### src/rtl/dds_pkg.sv
// Shared widths, constants and quarter-wave sine table for the DDS sine source.
package dds_pkg;

    localparam int IDX_W     = 6;
    localparam int QUAD_W    = 2;
    localparam int OUT_W     = 8;
    localparam int LUT_DEPTH = 64;

    localparam logic [OUT_W-1:0] MID  = 8'd128;
    localparam logic [IDX_W-1:0] PEAK = 6'd63;

    // round(63*sin(pi/2*k/64)), k = 0..63
    localparam logic [IDX_W-1:0] SINE_LUT [LUT_DEPTH] = '{
        6'd0,  6'd2,  6'd3,  6'd5,  6'd6,  6'd8,  6'd9,  6'd11,
        6'd12, 6'd14, 6'd15, 6'd17, 6'd18, 6'd20, 6'd21, 6'd23,
        6'd24, 6'd26, 6'd27, 6'd28, 6'd30, 6'd31, 6'd32, 6'd34,
        6'd35, 6'd36, 6'd38, 6'd39, 6'd40, 6'd41, 6'd42, 6'd43,
        6'd45, 6'd46, 6'd47, 6'd48, 6'd49, 6'd50, 6'd51, 6'd52,
        6'd52, 6'd53, 6'd54, 6'd55, 6'd56, 6'd56, 6'd57, 6'd58,
        6'd58, 6'd59, 6'd59, 6'd60, 6'd60, 6'd61, 6'd61, 6'd61,
        6'd62, 6'd62, 6'd62, 6'd63, 6'd63, 6'd63, 6'd63, 6'd63
    };

endpackage

### src/rtl/counter_6bit.sv
// Free-running 6-bit up-counter with a carry flag raised on the terminal count.
module counter_6bit
    import dds_pkg::*;
(
    input  logic             clk,
    input  logic             rst,
    output logic [IDX_W-1:0] par_out,
    output logic             wrap
);

    logic [IDX_W-1:0] count_reg;

    always_ff @(posedge clk) begin
        if (rst) begin
            count_reg <= '0;
        end else begin
            count_reg <= count_reg + 1'b1;
        end
    end

    assign par_out = count_reg;
    // High while the count is 63, so the next edge is the 63->0 wrap.
    assign wrap    = &count_reg;

endmodule

### src/rtl/mux_2to1_6bit.sv
// 6-bit 2:1 multiplexer; SM=1 selects b.
module mux_2to1_6bit
    import dds_pkg::*;
(
    input  logic             SM,
    input  logic [IDX_W-1:0] a,
    input  logic [IDX_W-1:0] b,
    output logic [IDX_W-1:0] out
);

    genvar gi;
    generate
        for (gi = 0; gi < IDX_W; gi++) begin : g_bit
            assign out[gi] = SM ? b[gi] : a[gi];
        end
    endgenerate

endmodule

### src/rtl/mux_2to1_8bit.sv
// 8-bit 2:1 multiplexer; SM=1 selects b.
module mux_2to1_8bit
    import dds_pkg::*;
(
    input  logic             SM,
    input  logic [OUT_W-1:0] a,
    input  logic [OUT_W-1:0] b,
    output logic [OUT_W-1:0] out
);

    genvar gi;
    generate
        for (gi = 0; gi < OUT_W; gi++) begin : g_bit
            assign out[gi] = SM ? b[gi] : a[gi];
        end
    endgenerate

endmodule

### src/rtl/dds_sine_gen.sv
// DDS sine source: 8-bit phase drives a folded quarter-wave ROM, offset-binary output.
module dds_sine_gen
    import dds_pkg::*;
(
    input  logic             clk,
    input  logic             rst,
    output logic [OUT_W-1:0] Magnitude
);

    logic [IDX_W-1:0]  idx;
    logic              idx_wrap;
    logic [QUAD_W-1:0] quad_reg;
    logic [IDX_W-1:0]  idx_neg;
    logic [IDX_W-1:0]  rom_addr;
    logic              idx_zero;
    logic              peak_fix;
    logic [IDX_W-1:0]  rom_val;
    logic [OUT_W-1:0]  twice_val;
    logic [OUT_W-1:0]  pos_sample;
    logic [OUT_W-1:0]  neg_sample;
    logic [OUT_W-1:0]  magnitude_next;
    logic [OUT_W-1:0]  magnitude_reg;

    counter_6bit u_idx (
        .clk     (clk),
        .rst     (rst),
        .par_out (idx),
        .wrap    (idx_wrap)
    );

    always_ff @(posedge clk) begin
        if (rst) begin
            quad_reg <= '0;
        end else if (idx_wrap) begin
            quad_reg <= quad_reg + 1'b1;
        end
    end

    // Odd quadrants read the table backwards: address (64 - idx) mod 64.
    assign idx_neg = ~idx + 1'b1;

    mux_2to1_6bit u_addr_mux (
        .SM  (quad_reg[0]),
        .a   (idx),
        .b   (idx_neg),
        .out (rom_addr)
    );

    // Backward read at idx=0 would need lut[64]; substitute the peak instead.
    assign idx_zero = ~|idx;
    assign peak_fix = idx_zero & quad_reg[0];
    assign rom_val  = peak_fix ? PEAK : SINE_LUT[rom_addr];

    assign twice_val  = {1'b0, rom_val, 1'b0};
    assign pos_sample = MID + twice_val;
    assign neg_sample = MID - twice_val;

    mux_2to1_8bit u_sign_mux (
        .SM  (quad_reg[1]),
        .a   (pos_sample),
        .b   (neg_sample),
        .out (magnitude_next)
    );

    always_ff @(posedge clk) begin
        if (rst) begin
            magnitude_reg <= MID;
        end else begin
            magnitude_reg <= magnitude_next;
        end
    end

    assign Magnitude = magnitude_reg;

endmodule

### config.mk
export PLATFORM = sky130hd
export DESIGN_NAME = dds_sine_gen
export DESIGN_NICKNAME = d
export VERILOG_FILES = /design/src/rtl/dds_pkg.sv /design/src/rtl/counter_6bit.sv /design/src/rtl/mux_2to1_6bit.sv /design/src/rtl/mux_2to1_8bit.sv /design/src/rtl/dds_sine_gen.sv
export SDC_FILE = /design/constraint.sdc
export NUM_CORES = 1
export LEC_CHECK = 0
export BUFFER_PORTS_ARGS = -buffer_cell sky130_fd_sc_hd__buf_4
export CAP_MARGIN = 20
export CORE_MARGIN = 2
export CORE_UTILIZATION = 45
export DETAILED_ROUTE_END_ITERATION = 10
export GPL_TIMING_DRIVEN = 0
export PLACE_DENSITY = 0.59
export SYNTH_ARGS = -nofsm -noshare
export SYNTH_HDL_FRONTEND = slang
export SYNTH_SLANG_ARGS = --single-unit
### constraint.sdc
create_clock -name clk -period 4.1 [get_ports clk]
set_input_delay 0.205 -clock clk [delete_from_list [all_inputs] [get_ports clk]]
set_output_delay 0.205 -clock clk [all_outputs]
set_load 0.02 [all_outputs]
==> run_results.csv <==
group,metric,value,unit
routing,wire_per_inst,15.0,um
yosys,synthDistinctLibCells,58,
die,dieHeight,63.5,um
setup_path,critPathKind,"register to register",
timing,fin_setup_tns,0,ns
yosys,syn_area,0.00159,mm2
setup_path,cp_max_fo,10,
pwr,cellPowerDensity,210,mW/mm2
setup_path,worstSetupStartpoint,"u_idx.par_out[0]",
grt,grtUsageMet2,0.389,
finish,mostFrequentLayoutCell,"nor2_1",
grt,grt.busiest_layer,"met2",
grt,grt-ovfl-total,0,
finish,regArea,302,um2
yosys,synth_edf_count,0,
hold_path,hold_start,"rst",
finish,syn2layout_area_growth,9.67,%
pwr,p_leak,0.713,nW
grt,grt_max_degree,11,
timing,rsz0062_at_grt,"false",
clock_tree,cts_htree_levels,1,
grt,grt_pass1_wl,7.08,mm
yosys,synth-seq-area-share,0.189,
setup_path,reg2reg_depth,13,
place,io_buffer_count,8,
timing,period_needed,3.75,ns
grt,met1_usage,0.271,
finish,fillers,367,
finish,largest_reg_flops,7,
clock_tree,clkTransAtPathRegs,0.08,ns
yosys,syn_nets,220,
clock_tree,clockBufferDepth,2,
timing,slew_violations,0,
clock_tree,clock_sinks,15,
pwr,ir_worst_vdd,0.000151,V
die,design.die.area,0.00403,mm2
grt,antenna_found_initial,0,
run_status,outcome,"finished, final reports clean",
routing,dr.pass1.iters,5,
yosys,synth_async_sr_flop_share,0,
clock_tree,cts_hold_buf,0,
die,initial_utilization,0.473,
setup_path,cp.arrival,3.92,ns
setup_path,start_kind,"register",
place,place_ws,-0.0798,ns
setup_path,r2r_start,"u_idx.par_out[0]",
timing,worst_pin_slew,0.782,ns
grt,grt_pass1_vias,1526,
clock_tree,clk_latency,0.28,ns
timing,slew_headroom,0.477,
routing,drcViolationCount,0,
yosys,syn_avg_cell_area,7.61,um2
routing,vias,1600,
routing,dr.first_iter.drc_count,114,
timing,finalCritPeriodShare,0.914,
yosys,synthCells,209,
clock_tree,post_cts_buffers,0,
timing,fin_skew,0.000653,ns
setup_path,r2r-end,"Magnitude[4]",
setup_path,end_kind,"register",
die,num_rows,21,
timing,hold_viol,0,
timing,setup-violations-final,0,
yosys,ys_warn_count,0,
setup_path,rrSetupSlack,0.35,ns
routing,via_per_inst,5.99,
finish,drive_gt1_frac,0.136,
flow_run,maxCapViolations,0,
yosys,synthFlopType,"dfxtp_1",
clock_tree,cts_tree,"yes",
finish,nNetsFinal,233,
finish,multi_input_area,0.00116,mm2
routing,ant_nets,0,
die,ioPinCount,10,
clock_tree,clock-root-buffer,"clkbuf_4",
setup_path,crit_path_end,"Magnitude[4]",
finish,diodes,0,
finish,final_cell_mix,"19 x nor2_1, 14 x dfxtp_1, 14 x clkbuf_1",
routing,wl,4.02,mm
yosys,synth-seq-cells,15,
die,coreArea,0.00336,mm2
hold_path,hold_path.class,"input port to register",
setup_path,crit_required,4.27,ns
timing,max_freq,267,MHz
place,gp_congestion,0.889,
place,dp_hpwl,3.09,mm
grt,track_usage,0.218,
timing,setup_ws,0.353,ns
grt,use_met3,0.0357,
die,die_x,63.5,um
clock_tree,numCtsBuffers,3,
==> Yosys cell counts, types with 2 or more instances <==
library cell | number | area [um2]
or3_1 | 5 | 31.3
a21oi_1 | 13 | 65.1
a211o_1 | 2 | 17.5
o31ai_1 | 3 | 22.5
buf_6 | 2 | 22.5
a211oi_1 | 5 | 37.5
nor2_1 | 19 | 71.3
o221ai_1 | 3 | 26.3
o21ai_0 | 12 | 60.1
nand3_1 | 7 | 35.0
nor3_1 | 6 | 30.0
o22ai_1 | 2 | 12.5
nand2_1 | 12 | 45.0
a2111oi_0 | 2 | 17.5
xor2_1 | 7 | 61.3
o31a_1 | 2 | 17.5
inv_1 | 7 | 26.3
and2_1 | 2 | 12.5
nor2b_1 | 7 | 43.8
mux2i_1 | 3 | 30.0
and3_1 | 5 | 31.3
dfxtp_1 | 15 | 300
nand4_1 | 2 | 12.5
xnor2_1 | 7 | 61.3
buf_2 | 3 | 15.0
clkbuf_1 | 13 | 48.8
nand2b_1 | 3 | 18.8
o311ai_1 | 2 | 17.5
ha_1 | 9 | 113
==> metal layers <==
metal	vias to the layer above	share of wire
met5	-	0
li1	796	-
met1	747	0.45
met3	9	0.055
met4	0	0.016
met2	48	0.48
==> what timing repair did <==
action	CTS	global route
resized for setup	1	2
hold endpoints to repair	0	0
setup endpoints to repair	1	3
==> power by group <==
part	internal (mW)	switching [mW]
registers	0.151	0.00503
clock network	0.0377	0.0449
logic	0.0513	0.0764
==> worst min path at each step <==
stage	depth (start not counted)	slack, ns	to
final	2	0.13	u_idx.par_out[5]
after detailed placement	2	0.43	u_idx.par_out[5]
after global routing	2	0.12	u_idx.par_out[5]
after floorplan	1	0.28	u_idx.par_out[5]
after CTS	2	0.12	u_idx.par_out[5]
after global placement	2	0.42	u_idx.par_out[5]
==> layout make-up <==
cell class	count	area share
inverter	7	0.0151
clock buffer	4	0.0151
multi-input combinational	167	0.667
tap	46	0.0330
timing repair buffer	8	0.0344
buffer	20	0.0624
sequential	15	0.173
==> cells by family (layout without fill, tap and decap cells) <==
family / count (synthesis) / count (layout) / synth area share
simple gates: 78 / 78 / 0.265
compound gates: 61 / 61 / 0.285
buf+inv: 27 / 39 / 0.0849
flops: 15 / 15 / 0.189
xor+xnor: 14 / 14 / 0.0770
fa+ha+maj: 9 / 9 / 0.0708
mux: 4 / 4 / 0.0259
other cells: 1 / 1 / 0.00236
==> critical path, cell delays in order (launching register included) <==
cell,delay [ns]
dfxtp_2,0.47
inv_1,0.16
ha_1,0.36
a21oi_2,0.28
inv_1,0.16
ha_1,0.20
clkbuf_1,0.21
o221a_2,0.36
a221oi_1,0.28
nor3_1,0.09
o31ai_2,0.32
nand2_1,0.17
o21ai_0,0.23
mux2_1,0.35
==> metrics by stage <==
step                 util  power, mW  cells  area, um2  hold slack [ns]
global route        0.519      0.397    267       1750            0.119
global placement    0.508      0.283    263       1710            0.425
finish              0.519      0.367    267       1750            0.134
CTS                 0.517      0.371    267       1740            0.121
floorplan               -      0.254    209       1590            0.277
detailed placement  0.508      0.286    263       1710            0.431
(Power assumes the default switching activity.)
